**config.mk**
```make
export PLATFORM = sky130hd
export DESIGN_NAME = jt12_bus_sequencer
export DESIGN_NICKNAME = d
export VERILOG_FILES = /design/src/rtl/jt12_seq_pkg.sv /design/src/rtl/jt12_seq_fifo.sv /design/src/rtl/jt12_bus_sequencer.sv
export SDC_FILE = /design/constraint.sdc
export NUM_CORES = 1
export LEC_CHECK = 0
export BUFFER_PORTS_ARGS = -buffer_cell sky130_fd_sc_hd__buf_2
export CORE_MARGIN = 3
export CORE_UTILIZATION = 66
export DETAILED_ROUTE_END_ITERATION = 8
export PLACE_DENSITY = 0.84
export SYNTH_ARGS = -nofsm -noshare
export SYNTH_HDL_FRONTEND = slang
export SYNTH_SLANG_ARGS = --single-unit
export TNS_END_PERCENT = 10
```
**constraint.sdc**
```tcl
create_clock -name clk -period 4.4 [get_ports clk]
set_input_delay 0 -clock clk [delete_from_list [all_inputs] [get_ports clk]]
set_output_delay 0 -clock clk [all_outputs]
set_load 0.05 [all_outputs]
```
**src/rtl/jt12_seq_pkg.sv**
```systemverilog
// Shared types and register map constants for the jt12 bus sequencer.
package jt12_seq_pkg;

  typedef enum logic [2:0] {
    S_IDLE, S_A_WR, S_A_GAP, S_D_WR, S_D_GAP, S_WAIT
  } seq_state_t;

  typedef struct packed {
    logic [7:0] reg_idx;
    logic [7:0] val;
  } seq_entry_t;

  localparam logic [7:0] DTMUL     = 8'h30;
  localparam logic [7:0] TL        = 8'h40;
  localparam logic [7:0] KSAR      = 8'h50;
  localparam logic [7:0] DR        = 8'h60;
  localparam logic [7:0] SR        = 8'h70;
  localparam logic [7:0] SLRR      = 8'h80;
  localparam logic [7:0] FBCON     = 8'hB0;
  localparam logic [7:0] KEYON     = 8'h28;
  localparam logic [7:0] TIMER_CTL = 8'h27;

  // Operator slots are not in numeric order inside a channel's register group.
  localparam logic [3:0][7:0] OP_OFS = {8'h0C, 8'h04, 8'h08, 8'h00};

  function automatic logic [7:0] op_reg(input logic [7:0] base, input logic [1:0] ch,
                                        input logic [1:0] op);
    return base + OP_OFS[op] + {6'd0, ch};
  endfunction

endpackage

```
**src/rtl/jt12_seq_fifo.sv**
```systemverilog
// Synchronous {reg,val} FIFO with push/pop/flush and occupancy count.
module jt12_seq_fifo #(
  parameter int DEPTH = 16,
  parameter int AW    = 4
) (
  input  logic          clk,
  input  logic          rst,
  input  logic          push,
  input  logic          pop,
  input  logic          flush,
  input  logic [15:0]   din,
  output logic [15:0]   dout,
  output logic [AW:0]   level,
  output logic          full,
  output logic          empty
);

  logic [15:0]   mem [DEPTH];
  logic [AW-1:0] wr_ptr, rd_ptr;
  logic          do_push, do_pop;

  assign full    = (level == (AW+1)'(DEPTH));
  assign empty   = (level == '0);
  // A push racing a flush is dropped along with the queued entries.
  assign do_push = push && !full && !flush;
  assign do_pop  = pop && !empty;
  assign dout    = mem[rd_ptr];

  always_ff @(posedge clk) begin
    if (!rst && do_push) mem[wr_ptr] <= din;
  end

  always_ff @(posedge clk) begin
    if (rst || flush) begin
      wr_ptr <= '0;
      rd_ptr <= '0;
      level  <= '0;
    end else begin
      if (do_push) wr_ptr <= wr_ptr + 1'b1;
      if (do_pop)  rd_ptr <= rd_ptr + 1'b1;
      case ({do_push, do_pop})
        2'b10:   level <= level + 1'b1;
        2'b01:   level <= level - 1'b1;
        default: level <= level;
      endcase
    end
  end

endmodule

```
**src/rtl/jt12_bus_sequencer.sv**
```systemverilog
// Replays queued (reg,val) pairs as jt12 two-phase CPU bus writes.
// Define JT12_SEQ_BUSY_POLL_EN to replace the fixed hold-off with a status-bit poll.
module jt12_bus_sequencer
  import jt12_seq_pkg::*;
#(
  parameter int DEPTH    = 16,
  parameter int AW       = 4,
  parameter int WR_PULSE = 1,
  parameter int GAP      = 1,
  parameter int HOLD     = 32
) (
  input  logic          clk,
  input  logic          rst,
  input  logic          in_valid,
  output logic          in_ready,
  input  logic [7:0]    in_reg,
  input  logic [7:0]    in_val,
  input  logic          flush,
  output logic [7:0]    chip_din,
  output logic          chip_addr,
  output logic          chip_cs_n,
  output logic          chip_wr_n,
  input  logic [7:0]    chip_dout,
  output logic          busy,
  output logic [AW:0]   level,
  output logic          timeout
);

  localparam logic [7:0] PULSE_N = 8'(WR_PULSE - 1);
  localparam logic [7:0] GAP_N   = 8'(GAP - 1);
  localparam logic [7:0] HOLD_N  = 8'(HOLD - 1);

  seq_state_t  state, state_nx;
  logic [7:0]  cnt, cnt_nx;
  seq_entry_t  ent_q, ent_nx;
  logic [15:0] fifo_dout;
  logic        fifo_full, fifo_empty, pop;
  logic        cs_nx, wr_nx, addr_nx;
  logic [7:0]  din_nx;

  jt12_seq_fifo #(.DEPTH(DEPTH), .AW(AW)) u_fifo (
    .clk   (clk),
    .rst   (rst),
    .push  (in_valid),
    .pop   (pop),
    .flush (flush),
    .din   ({in_reg, in_val}),
    .dout  (fifo_dout),
    .level (level),
    .full  (fifo_full),
    .empty (fifo_empty)
  );

  assign in_ready = !fifo_full;
  assign busy     = !fifo_empty || (state != S_IDLE);

`ifdef JT12_SEQ_BUSY_POLL_EN
  logic to_q, to_nx;
  assign timeout = to_q;
`else
  logic unused_dout;
  assign unused_dout = ^chip_dout;
  assign timeout     = 1'b0;
`endif

  always_comb begin
    state_nx = state;
    cnt_nx   = cnt;
    ent_nx   = ent_q;
    pop      = 1'b0;
`ifdef JT12_SEQ_BUSY_POLL_EN
    to_nx    = to_q;
`endif
    case (state)
      S_IDLE: if (!fifo_empty) begin
        pop      = 1'b1;
        ent_nx   = seq_entry_t'(fifo_dout);
        state_nx = S_A_WR;
        cnt_nx   = PULSE_N;
      end
      S_A_WR: if (cnt == '0) begin
        state_nx = S_A_GAP;
        cnt_nx   = GAP_N;
      end else cnt_nx = cnt - 8'd1;
      S_A_GAP: if (cnt == '0) begin
        state_nx = S_D_WR;
        cnt_nx   = PULSE_N;
      end else cnt_nx = cnt - 8'd1;
      S_D_WR: if (cnt == '0) begin
        state_nx = S_D_GAP;
        cnt_nx   = GAP_N;
      end else cnt_nx = cnt - 8'd1;
      S_D_GAP: if (cnt == '0) begin
        state_nx = S_WAIT;
        cnt_nx   = HOLD_N;
      end else cnt_nx = cnt - 8'd1;
      S_WAIT: begin
`ifdef JT12_SEQ_BUSY_POLL_EN
        // Status bit is trusted only from the third poll cycle on.
        if (cnt == '0) begin
          state_nx = S_IDLE;
          to_nx    = to_q | chip_dout[7];
        end else if (!chip_dout[7] && (({1'b0, cnt} + 9'd2) <= {1'b0, HOLD_N}))
          state_nx = S_IDLE;
        else
          cnt_nx = cnt - 8'd1;
`else
        if (cnt == '0) state_nx = S_IDLE;
        else           cnt_nx   = cnt - 8'd1;
`endif
      end
      default: state_nx = S_IDLE;
    endcase

    // Bus pins are decoded from the next state so they move with the state register.
    cs_nx   = 1'b1;
    wr_nx   = 1'b1;
    addr_nx = 1'b0;
    din_nx  = chip_din;
    case (state_nx)
      S_A_WR:  begin cs_nx = 1'b0; wr_nx = 1'b0; din_nx = ent_nx.reg_idx; end
      S_A_GAP: begin cs_nx = 1'b0; din_nx = ent_nx.reg_idx; end
      S_D_WR:  begin cs_nx = 1'b0; wr_nx = 1'b0; addr_nx = 1'b1; din_nx = ent_nx.val; end
      S_D_GAP: begin cs_nx = 1'b0; addr_nx = 1'b1; din_nx = ent_nx.val; end
`ifdef JT12_SEQ_BUSY_POLL_EN
      S_WAIT:  cs_nx = 1'b0;
`endif
      default: ;
    endcase
  end

  always_ff @(posedge clk) begin
    if (rst) begin
      state     <= S_IDLE;
      cnt       <= '0;
      ent_q     <= '0;
      chip_cs_n <= 1'b1;
      chip_wr_n <= 1'b1;
      chip_addr <= 1'b0;
      chip_din  <= '0;
    end else begin
      state     <= state_nx;
      cnt       <= cnt_nx;
      ent_q     <= ent_nx;
      chip_cs_n <= cs_nx;
      chip_wr_n <= wr_nx;
      chip_addr <= addr_nx;
      chip_din  <= din_nx;
    end
  end

`ifdef JT12_SEQ_BUSY_POLL_EN
  always_ff @(posedge clk) begin
    if (rst) to_q <= 1'b0;
    else     to_q <= to_nx;
  end
`endif

endmodule

```
## Yosys cells after proc, flatten, opt, wreduce, memory -nomap -nowiden

Memory sizes are Yosys's and may differ from the RTL's. A register that Yosys moved wholly into a read port is not among the register bits.
Index checks and enable logic that the tools add are counted.

| storage, ports and cells | value |
|---|---|
| output and inout port bits | 19 |
| bits in writable memories | 256 |
| input bits | 28 |
| bits in registers | 51 |
| logic and storage cells | 79 |
| memories | 1 |

Memory list:

| memory | depth | width | read ports | clocked after memory_dff | write ports | RTL line | source |
|---|---|---|---|---|---|---|---|
| u_fifo.mem | 16 | 16 | 1 | 1 | 1 | jt12_seq_fifo.sv:18 | `logic [15:0] mem [DEPTH];` |

| cells by class | value |
|---|---|
| $add $sub $neg | 5 |
| reductions and logical operators | 23 |
| eq/ne operators | 14 |
| mux-type cells | 25 |

Operators with widths:

| kind | count |
|---|---|
| two-way mux 16 bit | 2 |
| two-way mux 8 bit | 4 |
| one-hot mux 8 bit (4 select lines) | 1 |
| two-way mux 3 bit | 6 |
| one-hot mux 3 bit (6 select lines) | 1 |
| one-hot mux 8 bit (2 select lines) | 1 |
| equality test 3 x 2 -> 1 bit, second input constant | 4 |
| one-hot mux 5 bit (2 select lines) | 1 |
| equality test 3 bit, second input constant | 3 |
| adder 4 x 1 -> 4 bit, second input constant | 2 |
| zero test 8 bit | 1 |
| two-way mux 4 bit | 2 |
| subtractor 8 x 1 -> 8 bit, second input constant | 1 |
| two-way mux 1 bit | 7 |
| equality test 3 x 1 -> 1 bit, second input constant | 2 |
| OR reduction 2 bit | 3 |
| adder 5 x 1 -> 5 bit, second input constant | 1 |
| equality test 5 bit, second input constant | 1 |
| zero test 5 bit | 1 |
| subtractor 5 x 1 -> 5 bit, second input constant | 1 |
| logical AND 1 bit | 4 |
| zero test 1 bit | 4 |
| != test 2 bit, second input constant | 2 |
| nonzero test 2 bit | 2 |
| other kinds (9) | 10 |

## Logic depth before layout (Yosys ltp)

Gate-level depths: netlist (run 1).

| logic depth | value |
|---|---|
| depth in word-level cells | 7 |
| depth in mapped cells | 13 |
| depth with buffers taken out | 11 |

## Hierarchy

A second synthesis (run 1) with hierarchy kept.

| second synthesis, totals | value |
|---|---|
| cell total of the unflattened synthesis | 716 |
| area total of the unflattened synthesis | 12624.6 um^2 |

Modules (own cells, without submodules):

| module | instances | seq. area each (um^2) | cells each | area each (um^2) |
|---|---|---|---|---|
| jt12_seq_fifo | 1 | 8027.7 | 513 | 10837.9 |
| jt12_bus_sequencer | 1 | 760.7 | 203 | 1786.7 |

## Least setup slack after synthesis (run 1)

OpenSTA, ideal clock, no wires.

| timing | value |
|---|---|
| path type | reg2reg |
| from | register u_fifo.level[0] |
| to | register u_fifo.level[4] |
| path slack | 1125 ps |
| data arrival time | 3205 ps |
| data required time | 4330 ps |
| setup time | 70 ps |
| clock period less this slack | 3275 ps |
| cell stages (with the launch flop) | 13 |
| path buffers | 2 |
| cell sequence | dfxtp_1 or4_1 buf_2 o21ai_4 inv_2 buf_2 ha_1 ha_1 nor2b_1 o21ai_0 a21oi_1 or4_1 a21oi_1 |

| on the way | value |
|---|---|
| cells in the longest elaborated chain, start to end | 6 |
| elaborated cells between the ends (all ways) | 15 |
| those cells by class | 2 x add/sub; 3 x eq/ne; 3 x mux; 7 x reduce/logical |

RTL lines:

| what | RTL line | source |
|---|---|---|
| from (decl) | jt12_seq_fifo.sv:13 | `output logic [AW:0] level,` |
| from (signal assigned) | jt12_seq_fifo.sv:42 | `2'b10: level <= level + 1'b1;` |
| from (signal assigned) | jt12_seq_fifo.sv:43 | `2'b01: level <= level - 1'b1;` |
| from (signal assigned) | jt12_seq_fifo.sv:44 | `default: level <= level;` |
| zero test 5 bit * | jt12_seq_fifo.sv:23 | `assign empty = (level == '0);` |
| two-way mux 1 bit | jt12_bus_sequencer.sv:75 | `S_IDLE: if (!fifo_empty) begin` |
| two-way mux 1 bit | jt12_bus_sequencer.sv:74 | `case (state)` |
| logical AND 1 bit * | jt12_seq_fifo.sv:26 | `assign do_pop = pop && !empty;` |
| named net u_fifo.do_pop | jt12_seq_fifo.sv:20 | `logic do_push, do_pop;` |
| equality test 2 x 1 -> 1 bit or equality test 2 bit (tied branches) | jt12_seq_fifo.sv:41 | `case ({do_push, do_pop})` |
| one-hot mux 5 bit (2 select lines) or nonzero test 2 bit (tied branches) | -- |  |

The timed path passes the listed nets; every way through them passes the cells marked *.
A chain may end at the register's enable or synchronous reset.

## Worst setup path after layout (run 1)

| timing | value |
|---|---|
| from | register state[2] |
| to | register u_fifo.level[4] |

| on the way | value |
|---|---|
| cells in the longest elaborated chain, start to end | 5 |
| elaborated cells between the ends (all ways) | 7 |
| those cells by class | 2 x eq/ne; 2 x mux; 3 x reduce/logical |

RTL lines:

| what | RTL line | source |
|---|---|---|
| from (decl) | jt12_bus_sequencer.sv:33 | `seq_state_t state, state_nx;` |
| from (signal assigned) | jt12_bus_sequencer.sv:142 | `state <= state_nx;` |
| zero test 3 bit * | jt12_bus_sequencer.sv:74 |  |
| two-way mux 1 bit * | jt12_bus_sequencer.sv:74 |  |
| logical AND 1 bit * | jt12_seq_fifo.sv:26 |  |
| equality test 2 x 1 -> 1 bit or equality test 2 bit (tied branches) | jt12_seq_fifo.sv:41 |  |
| one-hot mux 5 bit (2 select lines) or nonzero test 2 bit (tied branches) | -- |  |

Every way passes the cells marked *; elsewhere a longest branch is shown, timed or not.

==> impl_metrics.py, run 1 <==
metrics = {
    "run_status": {
        "outcome": "finished, final reports clean",
    },
    "critical_path": {
        "r2r_start": "state[2]",
        "crit_type": "reg2reg",
        "worstPathArrival_ps": 3620,
        "cp_max_fo": 30,
        "r2r_end": "u_fifo.level[4]",
        "r2r_slack_ps": 1260,
        "end_kind": "register",
        "cp-start-kind": "register",
        "crit_required_ps": 4880,
        "r2r_cells": 11,
    },
    "logic_synthesis": {
        "ys_dominant_reg_cell": "edfxtp_1",
        "netlist_area_um2": 12500,
        "syn-instance-count": 731,
        "ys_seq_area_share_pct": 70.3,
        "synthArstFlopShare_pct": 0,
        "ys_warn_count": 0,
        "ys_types": 59,
        "synth_edf_count": 256,
        "syn_avg_cell_area_um2": 17.1,
        "syn_nets": 771,
        "ys_ff_latch": 311,
    },
    "flow_run": {
        "maxCapViolCount": 0,
    },
    "routing": {
        "drt_iter0_drc": 854,
        "postRouteAntennaNets": 0,
        "wirelength_um": 28600,
        "dr.pass1.iters": 5,
        "dr_wl_met3_um": 2620,
        "met1_length_um": 10400,
        "vias": 7174,
        "top_layer": "met4",
        "route.detailed.drc": 0,
        "met2WireLength_um": 14300,
        "wl_per_cell_um": 27.2,
        "viasPerCell": 6.83,
    },
    "sta": {
        "setup_tns_ps": 0,
        "finalCritPeriodShare_pct": 71.4,
        "slew_headroom_pct": 25.1,
        "min_period_ps": 3140,
        "setup_violations": 0,
        "hold_viol": 0,
        "drv_slew": 0,
        "rsz0062_at_grt": "no",
        "max_freq_mhz": 318,
        "whs_ps": 372,
        "tightestPinTransition_ps": 1120,
        "clock_skew_ps": 20.0,
    },
    "cts": {
        "cts_root_buf": "clkbuf_16",
        "cts_resized": 0,
        "clock-sinks": 311,
        "ctsHtreeMaxLevel": 1,
        "clock_path_buffers": 3,
        "cts_tree": "built",
        "clk_pin_slew_ps": 60,
        "clock_latency_ps": 550,
        "cts_buffers": 30,
    },
    "layout": {
        "diodes": 0,
        "nets": 838,
        "syn2layout_area_growth_pct": 12.6,
        "layout_commonest_cell": "edfxtp_1",
        "fillers": 974,
        "final_layout_size_suffix_gt1_share_pct": 23.6,
        "mostFrequentLayoutCells": "edfxtp_1, mux4_2, dfxtp_1",
    },
    "hold_path": {
        "hold_depth": 2,
        "hp-class": "in2reg",
        "hp-start": "in_val[3]",
        "worstHoldEndpoint": "u_fifo.mem[0][3]",
    },
    "power_and_ir_drop": {
        "total_power_mw": 7.19,
        "p_per_area_nw_per_um2": 511,
        "p_leak_nw": 4.60,
        "irDropWorstVdd_uv": 338,
    },
    "global_routing": {
        "grt_pass1_wl_um": 43500,
        "antenna_found_initial": 0,
        "grt_pass1_vias": 7280,
        "grt_max_degree": 35,
        "grt_overflow": 0,
        "grt_usage_pct": 28.7,
    },
    "floorplanning": {
        "die_h_um": 144,
        "initial_utilization_pct": 68.4,
        "num_io_pins": 47,
        "fp-row-count": 49,
        "core_um2": 18300,
        "die_x_um": 144,
        "die_area_um2": 20600,
    },
    "placed_design": {
        "portBuffers": 37,
        "gp_congestion": 0.825,
        "dp_hpwl_um": 16000,
    },
}
==> layout make-up <==
cell class / instances / area [um2] / area share (%)
timing repair buffer: 82 / 573 / 4.07
sequential: 311 / 8790 / 62.5
clock inverter: 8 / 75.1 / 0.534
tap: 229 / 287 / 2.04
multi-input combinational: 358 / 3430 / 24.4
inverter: 15 / 56.3 / 0.400
clock buffer: 47 / 856 / 6.08
==> state kept, by name, summed over array words and instances, names as in the netlist, named ones only <==
| name | flops |
|---|---|
| ent_q | 16 |
| cnt | 8 |
| state | 3 |
| chip_addr | 1 |
| chip_din | 8 |
| u_fifo.level | 5 |
| u_fifo.rd_ptr | 4 |
| chip_cs_n | 1 |
| chip_wr_n | 1 |
| u_fifo.wr_ptr | 4 |
| u_fifo.mem | 256 |
==> per-layer routing <==
metal  vias up  global-route usage [%]
met2       404                    46.9
met4         0                    12.8
met3        86                    6.06
li1       3053                       -
met5         -                       0
met1      3631                    37.9
==> worst max-delay path by stage <==
stage | startpoint | end | cells after the start
finish | state[2] | u_fifo.level[4] | 11
global route | state[2] | u_fifo.level[4] | 11
CTS | state[2] | u_fifo.level[4] | 11
detailed placement | state[2] | u_fifo.level[4] | 11
global placement | state[2] | u_fifo.level[4] | 11
floorplan | u_fifo.level[0] | u_fifo.level[4] | 12
==> cell families after synthesis <==
family,Yosys count,synth area share (%)
other cells,1,0.0300
mux,70,12.4
flops,311,70.3
fa+ha+maj,12,1.26
buf+inv,62,2.36
xor+xnor,13,0.971
simple gates,147,6.16
compound gates,115,6.47
==> power by group <==
part | switching [mW] | leakage [nW] | internal (mW)
clock | 1.03 | 0.451 | 1.39
combinational | 0.860 | 1.39 | 0.465
sequential | 0.141 | 2.75 | 3.30
total | 2.03 | 4.60 | 5.15
==> repair_timing <==
item / in CTS / in global routing
setup buffers: 0 / 0
hold buffers: 20 / 0
endpoints found under the setup margin: 0 / 0
hold endpoints to repair: 276 / 0
==> metrics by stage <==
| stage | area (um2) | std cells | setup slack [ps] | util [%] |
|---|---|---|---|---|
| 2_1_floorplan | 12500 | 731 | 1120 | - |
| 3_3_place_gp | 12900 | 975 | 1430 | 70.8 |
| 3_5_place_dp | 12900 | 975 | 1300 | 70.8 |
| 4_1_cts | 14100 | 1050 | 1280 | 77.0 |
| 5_1_grt | 14100 | 1050 | 993 | 77.0 |
| 6_report | 14100 | 1050 | 1260 | 77.0 |
==> cell usage after synthesis (2+ instances only) <==
master     count  area [um2]
a21oi_1       25         125
mux2i_1        2        20.0
inv_2          2        7.51
nor3_1        18        90.1
nor4_2         2        25.0
nor2_1        46         173
o21ai_0       16        80.1
a2111oi_1      3        30.0
dfxtp_1       55        1100
ha_1          11         138
o22ai_1        8        50.1
o32a_1         6        60.1
buf_1          3        11.3
nand3_1        5        25.0
buf_6          3        33.8
a211oi_1       6        45.0
xnor2_1        7        61.3
a22o_1        16         140
a211o_1        3        26.3
or4_1          3        22.5
nand2b_1       6        37.5
a31o_2         2        17.5
and3_1         2        12.5
a31oi_1       11        68.8
o21bai_1       2        15.0
nor2b_1       12        75.1
edfxtp_1     256        7690
xor2_1         5        43.8
nand4_1        2        12.5
inv_1         13        48.8
o21a_1         4        30.0
nand2_1       27         101
buf_4          6        45.0
clkbuf_1      21        78.8
nor4_1         5        31.3
or3_1          5        31.3
nor3b_2        4        50.1
a22oi_1        4        30.0
mux4_2        68        1530
buf_2         14        70.1
nor3b_1        4        30.0
==> critical path, stage by stage (launching register included) <==
cell	delay, ps
dfxtp_1	600
nor3_1	550
o21ai_4	110
inv_2	80
ha_1	220
inv_1	100
fa_1	380
nor2b_1	160
o21ai_0	120
and3_1	210
or4_1	400
a21oi_1	140
Power figures use the tool's default switching activity.
==> run 2, diff against run 1 <==
Settings changed: CORE_UTILIZATION 66 to 55, PLACE_DENSITY 0.84 to 0.75.
Clock period 4.4 ns to 2.85 ns, I/O delays scaled along.
==> run 2 against run 1 <==
Net effect:
- hold slack got worse by 20 ps
- routed wire length decreased by 7.3%
- sequential power increased by 52%
- clock power increased by 60%
- fmax increased by 17%
- core utilization decreased by 12 points
- sequential share of layout area decreased by 1.1 points
- cell count increased by 5.5%
- non-clock buffer count increased by 8
- register-to-register slack got worse by 1100 ps
- sequential cell count unchanged
- via count decreased by 3.9%
- critical path type unchanged
- largest power group unchanged
- highest routed layer unchanged
==> impl_metrics.py, run 2 (synthesis results as in run 1) <==
metrics = {
    "run_status": {
        "outcome": "finished, final reports clean",
    },
    "sta": {
        "hold_viol": 0,
        "setup_violations": 0,
        "slew_headroom_pct": 50.6,
        "fin_ws_ps": 160,
        "tightestPinTransition_ps": 740,
        "clock_skew_ps": 16.0,
        "min_period_ps": 2690,
        "finalCritPeriodShare_pct": 94.4,
        "whs_ps": 352,
        "drv_slew": 0,
        "rsz0062_at_grt": "no",
        "max_freq_mhz": 372,
    },
    "placed_design": {
        "dp.cells": 1033,
        "gp_congestion": 0.833,
        "portBuffers": 37,
        "dp_hpwl_um": 15500,
        "pre_cts_slack_ps": 186,
    },
    "critical_path": {
        "cp-start-kind": "register",
        "r2r_cells": 11,
        "crit_start": "u_fifo.level[0]",
        "r2r_end": "u_fifo.level[4]",
        "crit_type": "reg2reg",
        "r2r_start": "u_fifo.level[0]",
        "worstPathArrival_ps": 3160,
        "end_kind": "register",
        "cp_max_fo": 6,
        "crit_required_ps": 3320,
        "r2r_slack_ps": 160,
    },
    "routing": {
        "drt_iter0_drc": 686,
        "dr.pass1.iters": 5,
        "postRouteAntennaNets": 0,
        "viasPerCell": 6.22,
        "route.detailed.drc": 0,
        "wl_per_cell_um": 23.9,
        "wirelength_um": 26500,
        "vias": 6895,
    },
    "cts": {
        "cts_buffers": 30,
        "ctsHtreeMaxLevel": 1,
        "clock-sinks": 311,
        "cts_root_buf": "clkbuf_16",
        "cts_tree": "built",
        "clk_pin_slew_ps": 60,
        "clock_path_buffers": 3,
        "postCtsSetupBuffers": 0,
        "clock_latency_ps": 550,
    },
    "hold_path": {
        "worstHoldEndpoint": "u_fifo.mem[5][8]",
        "hp-start": "in_reg[0]",
        "hp-class": "in2reg",
        "hold_depth": 2,
    },
    "layout": {
        "fillers": 1495,
        "diodes": 0,
        "top_regs": "u_fifo.mem (256), ent_q (16)",
        "mostFrequentLayoutCells": "edfxtp_1, mux4_2, dfxtp_1",
        "fin_cells": 1108,
        "max_flop_register": "u_fifo.mem",
        "layout_commonest_cell": "edfxtp_1",
        "largest_reg_flops": 256,
        "syn2layout_area_growth_pct": 14.8,
        "nets": 846,
        "final_layout_size_suffix_gt1_share_pct": 26.0,
    },
    "floorplanning": {
        "die_h_um": 157,
        "die_area_um2": 24600,
        "die_x_um": 157,
        "fp-row-count": 54,
        "initial_utilization_pct": 56.6,
        "num_io_pins": 47,
        "core_um2": 22100,
    },
    "global_routing": {
        "grt_pass1_vias": 6978,
        "grt_overflow": 0,
        "grt_usage_pct": 22.0,
        "antenna_found_initial": 0,
        "grt_pass1_wl_um": 40600,
        "grt_max_degree": 44,
    },
    "flow_run": {
        "maxCapViolCount": 0,
    },
    "power_and_ir_drop": {
        "irDropWorstVdd_uv": 828,
        "total_power_mw": 11.3,
        "p_leak_nw": 4.68,
        "p_per_area_nw_per_um2": 785,
    },
}
## run 2: worst max path at each step
stage                       to  cells after the start
6_report       u_fifo.level[4]                     11
4_1_cts        u_fifo.level[4]                     11
5_1_grt        u_fifo.level[4]                     11
3_5_place_dp   u_fifo.level[4]                     11
2_1_floorplan  u_fifo.level[4]                     12
3_3_place_gp   u_fifo.level[4]                     10
## run 2: what timing repair did
action,CTS,global route
endpoints found under the hold margin,277,0
resized for setup,0,0
hold buffers,21,0
## run 2: where the power goes
| part | total (mW) | switching [mW] | internal, mW |
|---|---|---|---|
| logic | 2.16 | 1.37 | 0.783 |
| clock network | 3.87 | 1.58 | 2.29 |
| registers | 5.24 | 0.146 | 5.09 |
| total | 11.3 | 3.10 | 8.17 |
## run 2: layer usage
layer  share of wire (%)  vias to the layer above  routed length [um]  global-route usage, %
met2                  52                      289               13800                   38.5
met1                  38                     3502                9960                   28.8
met3                 8.0                       52                2120                   3.93
met4                 2.2                        0                 575                   5.29
li1                    -                     3052                   -                      -
met5                   0                        -                   0                      0
## run 2: layout make-up
class | instances | area (um2) | area share [%]
Clock buffer | 38 | 821 | 5.72
Multi-Input combinational cell | 358 | 3470 | 24.2
Inverter | 15 | 56.3 | 0.392
Clock inverter | 16 | 161 | 1.12
Timing Repair Buffer | 90 | 686 | 4.78
Tap cell | 280 | 350 | 2.44
Sequential cell | 311 | 8800 | 61.3
## run 2: worst max-delay path, cell delays in order, from the launching register on
cell and delay, ps:
dfxtp_4 360, nor4_1 380, a211oi_1 200, inv_1 130, ha_4 180, inv_2 60, fa_2 380, nor2b_4 120
o21ai_1 80, and3_1 190, or4_1 400, a21oi_1 140
## run 2: through the flow
stage | util, % | area (um2) | TNS (ps)
after floorplan | - | 12600 | -132
after global placement | 59.5 | 13200 | 0
after detailed placement | 59.5 | 13200 | 0
after CTS | 64.9 | 14300 | 0
after global routing | 64.9 | 14300 | 0
final | 64.9 | 14300 | 0
